File: config.mk
export PLATFORM = sky130hd
export DESIGN_NAME = ccff_chain_loader_flat
export DESIGN_NICKNAME = d
export VERILOG_FILES = /design/src/rtl/ccff_chain_loader_if.sv /design/src/rtl/ccff_chain_loader.sv /design/src/flat_wrapper.sv
export SDC_FILE = /design/constraint.sdc
export NUM_CORES = 1
export LEC_CHECK = 0
export ABC_CLOCK_PERIOD_IN_PS = 5400
export CORE_ASPECT_RATIO = 1.1
export CORE_MARGIN = 2
export CORE_UTILIZATION = 25
export DETAILED_ROUTE_END_ITERATION = 8
export SLEW_MARGIN = 20
export SYNTH_ARGS = -nofsm -noshare
export SYNTH_HDL_FRONTEND = slang
export SYNTH_SLANG_ARGS = --single-unit
File: constraint.sdc
create_clock -name prog_clk -period 5.4 [get_ports prog_clk]
set_input_delay 0.81 -clock prog_clk [delete_from_list [all_inputs] [get_ports prog_clk]]
set_output_delay 0.81 -clock prog_clk [all_outputs]
set_load 0.02 [all_outputs]
File: src/rtl/ccff_chain_loader_if.sv
// Host-side bitstream word channel for the configuration-chain loader.
// The host (JTAG/SPI bridge) is the master; the loader is the slave.
interface ccff_chain_loader_if #(
  parameter int unsigned WORD_W = 8
);
  logic [WORD_W-1:0] word_data;
  logic              word_valid;
  logic              word_ready;

  modport master (
    output word_data,
    output word_valid,
    input  word_ready
  );

  modport slave (
    input  word_data,
    input  word_valid,
    output word_ready
  );
endinterface

File: src/rtl/ccff_chain_loader.sv
// Configuration-chain loader: takes bitstream words from a host, serializes
// exactly CHAIN_LEN bits MSB-first onto ccff_head, and raises ccff_shift_en
// only on cycles where a valid bit is being driven.
// Optional build macro CCFF_CHAIN_LOADER_READBACK_EN adds a CRC-8 (poly 0x07)
// over the bits that ccff_tail pushes out during a load.
module ccff_chain_loader #(
  parameter int unsigned CHAIN_LEN = 20,
  parameter int unsigned WORD_W    = 8
) (
  input  logic                prog_clk,
  input  logic                prog_reset,
  input  logic                start,
  input  logic                abort,
  ccff_chain_loader_if.slave  host,
  output logic                ccff_head,
  output logic                ccff_shift_en,
  input  logic                ccff_tail,
  output logic                busy,
  output logic                done,
  output logic [7:0]          readback_crc
);

  localparam int unsigned CNT_W = $clog2(CHAIN_LEN + 1);
  localparam int unsigned NB_W  = $clog2(WORD_W + 1);

  typedef enum logic [1:0] {
    IDLE,
    FETCH,
    SHIFT,
    DONE
  } state_t;

  state_t            state, state_n;
  logic [WORD_W-1:0] sreg, sreg_n;
  logic [CNT_W-1:0]  remaining, remaining_n;
  logic [NB_W-1:0]   nbits, nbits_n;
  logic              ready_n, head_n, shift_en_n, busy_n, done_n;
  logic              start_ok;

  assign start_ok = (state == IDLE) && start && !abort;

  // State, datapath and registered outputs.
  always_ff @(posedge prog_clk or posedge prog_reset) begin
    if (prog_reset) begin
      state           <= IDLE;
      sreg            <= '0;
      remaining       <= '0;
      nbits           <= '0;
      host.word_ready <= 1'b0;
      ccff_head       <= 1'b0;
      ccff_shift_en   <= 1'b0;
      busy            <= 1'b0;
      done            <= 1'b0;
    end else begin
      state           <= state_n;
      sreg            <= sreg_n;
      remaining       <= remaining_n;
      nbits           <= nbits_n;
      host.word_ready <= ready_n;
      ccff_head       <= head_n;
      ccff_shift_en   <= shift_en_n;
      busy            <= busy_n;
      done            <= done_n;
    end
  end

  // Next-state logic; outputs are decoded from the next state so they register
  // in step with the state they describe.
  always_comb begin
    state_n     = state;
    sreg_n      = sreg;
    remaining_n = remaining;
    nbits_n     = nbits;

    unique case (state)
      IDLE: begin
        if (start_ok) begin
          remaining_n = CNT_W'(CHAIN_LEN);
          state_n     = FETCH;
        end
      end
      FETCH: begin
        if (abort) begin
          remaining_n = '0;
          nbits_n     = '0;
          state_n     = IDLE;
        end else if (host.word_valid && host.word_ready) begin
          sreg_n  = host.word_data;
          nbits_n = (32'(remaining) >= WORD_W) ? NB_W'(WORD_W) : NB_W'(remaining);
          state_n = SHIFT;
        end
      end
      SHIFT: begin
        if (abort) begin
          remaining_n = '0;
          nbits_n     = '0;
          state_n     = IDLE;
        end else begin
          sreg_n      = sreg << 1;
          remaining_n = remaining - CNT_W'(1);
          nbits_n     = nbits - NB_W'(1);
          if (nbits == NB_W'(1)) begin
            state_n = (remaining == CNT_W'(1)) ? DONE : FETCH;
          end
        end
      end
      DONE: begin
        state_n = IDLE;
      end
      default: begin
        state_n = IDLE;
      end
    endcase

    ready_n    = (state_n == FETCH);
    shift_en_n = (state_n == SHIFT);
    head_n     = (state_n == SHIFT) && sreg_n[WORD_W-1];
    busy_n     = (state_n != IDLE);
    done_n     = (state_n == DONE);
  end

`ifdef CCFF_CHAIN_LOADER_READBACK_EN
  logic [7:0] crc_n;

  // CRC-8 over tail bits; cleared on an accepted start, advanced on each shift.
  always_comb begin
    crc_n = readback_crc;
    if (start_ok) begin
      crc_n = 8'h00;
    end else if (ccff_shift_en) begin
      crc_n = {readback_crc[6:0], 1'b0} ^
              (((readback_crc[7] ^ ccff_tail) != 1'b0) ? 8'h07 : 8'h00);
    end
  end

  // Readback CRC register.
  always_ff @(posedge prog_clk or posedge prog_reset) begin
    if (prog_reset) begin
      readback_crc <= 8'h00;
    end else begin
      readback_crc <= crc_n;
    end
  end
`else
  // The tail is only observed when readback is built in.
  logic unused_tail;
  assign unused_tail  = ccff_tail;
  assign readback_crc = 8'h00;
`endif

endmodule

File: src/flat_wrapper.sv
// flat-port wrapper written by rule: the top's interface ports become plain ports
module ccff_chain_loader_flat 
#(
  parameter int unsigned CHAIN_LEN = 20,
  parameter int unsigned WORD_W    = 8
)
  (prog_clk, prog_reset, start, abort, ccff_head, ccff_shift_en, ccff_tail, busy, done, readback_crc, host_word_data, host_word_valid, host_word_ready);
  ccff_chain_loader_if #(.WORD_W(WORD_W)) host_i ();
  input  logic prog_clk;
  input  logic prog_reset;
  input  logic start;
  input  logic abort;
  output logic ccff_head;
  output logic ccff_shift_en;
  input  logic ccff_tail;
  output logic busy;
  output logic done;
  output logic [7:0] readback_crc;
  input wire logic [$bits(host_i.word_data)-1:0] host_word_data;
  input wire logic [$bits(host_i.word_valid)-1:0] host_word_valid;
  output wire logic [$bits(host_i.word_ready)-1:0] host_word_ready;
  assign host_i.word_data = host_word_data;
  assign host_i.word_valid = host_word_valid;
  assign host_word_ready = host_i.word_ready;
  ccff_chain_loader #(.CHAIN_LEN(CHAIN_LEN), .WORD_W(WORD_W)) u_core (.prog_clk(prog_clk), .prog_reset(prog_reset), .start(start), .abort(abort), .host(host_i), .ccff_head(ccff_head), .ccff_shift_en(ccff_shift_en), .ccff_tail(ccff_tail), .busy(busy), .done(done), .readback_crc(readback_crc));
endmodule
==> metrics.md <==
| Metric | Value |
|---|---|
| Cts bufs inserted | 3 |
| Setup repair bufs after CTS | 0 |
| Vias/cell | 4.598 |
| Core footprint | 0.005697 mm2 |
| Clock root cell | clkbuf_8 |
| Cells after synthesis | 150 |
| Largest net degree at the start of global routing | 25 |
| Final Cycle Share | 46.50% |
| Reg2Reg Depth | 7 |
| Crit end category | register |
| Largest area contributor in the netlist | dfrtp_1 |
| Post-synthesis cell area | 0.001456 mm2 |
| VDD IR-drop max | 0.2283 mV |
| Antenna-violating nets left | 0 |
| Worst relative slew slack | between 30% and 40% |
| P&R area growth vs syn | 18.90% |
| P_leak | 0.0007320 uW |
| Slew @ Worst Pin | 903.4 ps |
| Global-route wire length before repair | 5306 um |
| FF-to-FF Start | u_core.state[0]$_DFF_PP0_ |
| Layout fillers | just under 600 |
| Tot GR Track Use | 10.07% |
| Largest cells by area after synthesis | dfrtp_1, ha_1, a22oi_1 |
| TritonCTS clock tree | built |
| Syn Area/Cell | 9.709 um2 |
| Layout cells sized above 1 | between 6 and 7% |
| Tmin final | 2511 ps |
| CP Max Fanout | 11 |
| Final Hold Viols | 0 |
| PD cells | between 300 and 400 mW/mm2 |
| Final TNS setup | 0 ps |
| Die area | approximately 0.0065 mm2 |
| Min-Delay Startpoint | u_core.sreg[3]$_DFFE_PP0P_ |
| CTS max path bufs | 2 |
| DR pass1 iterations | 4 |
| Synth Warn # | 0 |
| Synthesized flop and latch total | 24 |
| Clk_lat worst skew | 270 ps |
| Unique masters post-synth | 45 |
| Placed Area | between 0.0015 and 0.002 mm2 |
| WL final | 3010 um |
| DRT iter0 DRCs | 40 |
| Outcome | completed |
| Final Core Density | 30.40% |
| WL/cell | 12.49 um |
| H-tree level count | 1 |
| Hold endpoint | u_core.sreg[3]$_DFFE_PP0P_ |
| I/O Pins | 27 |
| Clock Sinks | 24 |
| Initial core utilization | 25.57% |
| # DRC | 0 |
| Worst setup SP type | input port |
| RSZ-0062 raised after global routing | no |
| Hold Path Class | reg -> reg |
| Rows | 29 |
| PortBufs | 17 |
| Clk slew on worst S/H paths | 90 ps |
| Max Slew Vio Count | 0 |
| Routability Congestion | 0.7561 |
| Hold Path Depth | 2 |
| HPWL after detailed placement | 2263 um |
| Register area share after synthesis | 41.24% |
| Total gr overflow | 0 |
| Via count | approximately 1,100 |
| Max Fclk | 0.3983 GHz |
| Number of global-route vias before repair | 1,124 |
| Reg-to-Reg End | u_core.host.word_ready$_DFF_PP0_ |
| Diodes inserted | 0 |
| Final non-filler cell area | 0.001732 mm2 |
| WS Path Type | in -> reg |
| Worst path required time | between 5000 and 6000 ps |
| Final nets | 187 |
| R2R Setup Slk | 3120 ps |
| Worst Skew | 6.669 ps |
| Placed cell count | between 200 and 250 |
| Initial antenna violation count | 0 |
| Die height | 84.05 um |
| Final setup viols | 0 |
| Max-Cap Viols | 0 |
| Post-cts hold buffer count | 0 |
| Resize count post-CTS | 0 |
| Die Width | 76.78 um |
| Layout Cells excl Fill | 241 |
| Final hold slack | 491.1 ps |
| Top cell type's share of synthesized area | 41.24% |
| CP arrival | 2730 ps |
worst max-delay path: stages:
cell	delay, ps
clkdlybuf4s50_1	580
nor2b_1	670
nand3b_1	140
and3_1	260
inv_1	110
and3_1	150
placed cells by master (no fill, tap or decap), types with 2 or more instances in the layout:
cell type / instances
a22oi_1: 8
nand2_1: 13
o211ai_1: 2
nor2_1: 3
a32o_1: 2
nor2b_1: 5
conb_1: 8
ha_1: 8
a31oi_1: 2
clkbuf_8: 3
o21ai_0: 7
and3_1: 5
nand3b_1: 2
nand2b_1: 3
a211oi_1: 2
dfrtp_1: 24
a21oi_1: 5
nor3_1: 2
clkdlybuf4s50_1: 17
inv_1: 11
o31ai_1: 8
power by group:
part / leakage (uW) / internal (uW) / switching, uW
combinational: 0.000372 / 112 / 162
sequential: 0.000325 / 216 / 32.8
clock: 0.0000357 / 99.1 / 59.6
flip-flops by register name, summed over array words and instances, names as in the netlist:
register                flops
u_core.ccff_shift_en        1
u_core.sreg                 8
u_core.nbits                4
u_core.host.word_ready      1
u_core.ccff_head            1
u_core.busy                 1
u_core.done                 1
u_core.state                2
u_core.remaining            5
stage by stage:
step                      power [uW]  worst slack (ps)
after floorplan                452.9              3517
after detailed placement       526.7              2631
after global routing           732.6              2718
after global placement         525.6              2606
after CTS                      688.7              2908
final                          681.8              2889
kinds of logic (layout without fill, tap and decap cells):
group | count (synthesis) | count (layout) | share of synthesized area, %
fa+ha+maj | 8 | 8 | 6.873
simple gates | 41 | 41 | 16.24
other cells | 1 | 8 | 0.2575
buf+inv | 26 | 33 | 9.192
compound gates | 47 | 47 | 24.31
xor+xnor | 2 | 2 | 1.203
mux | 1 | 1 | 0.6873
flops | 24 | 24 | 41.24
how the worst max path moves through the flow:
stage          slack (ps)                          endpoint  start
6_report             2890  u_core.host.word_ready$_DFF_PP0_  abort
5_1_grt              2720  u_core.host.word_ready$_DFF_PP0_  abort
4_1_cts              2910  u_core.host.word_ready$_DFF_PP0_  abort
3_5_place_dp         2630  u_core.host.word_ready$_DFF_PP0_  abort
3_3_place_gp         2610  u_core.host.word_ready$_DFF_PP0_  abort
2_1_floorplan        3520   u_core.remaining[3]$_DFFE_PP0P_  abort
per-layer routing:
| layer | up-vias | global-route usage (%) | part of all wire [%] |
|---|---|---|---|
| met5 | - | 0 | 0 |
| met4 | 0 | 4.463 | 2.1 |
| met3 | 6 | 1.623 | 3.3 |
| met2 | 20 | 16.19 | 47 |
| met1 | 533 | 13.26 | 48 |
| li1 | 549 | - | - |
cells in the mapped netlist, drive strengths merged:
cell	instances
a21o	1
inv	12
o211ai	2
mux2i	1
o22ai	1
o31a	1
and3b	1
clkbuf	1
o41ai	1
or3	2
ha	8
o21ai	9
nor3b	1
nand2	13
nand2b	3
o32a	1
conb	1
o31ai	8
nor3	2
xor2	1
dfrtp	24
nand3	1
xnor2	1
a31oi	2
a21oi	5
and4b	1
nor2	3
and3	5
nand3b	2
a32o	2
or2b	1
a22oi	8
a2111oi	1
nor4b	1
a211o	1
buf	13
a21boi	1
a22o	1
a211oi	2
nor2b	5
cell type report:
type                            count  area (um2)  share of cell area (%)
Clock buffer                        3       41.29                   2.384
Clock inverter                      1       30.03                   1.734
Inverter                           12       45.04                   2.601
Multi-Input combinational cell    107       748.2                   43.21
Sequential cell                    24       600.6                   34.68
Tap cell                           77       96.34                   5.564
Timing Repair Buffer               17       170.2                   9.827
No activity file was read; power rests on OpenSTA's default activity.
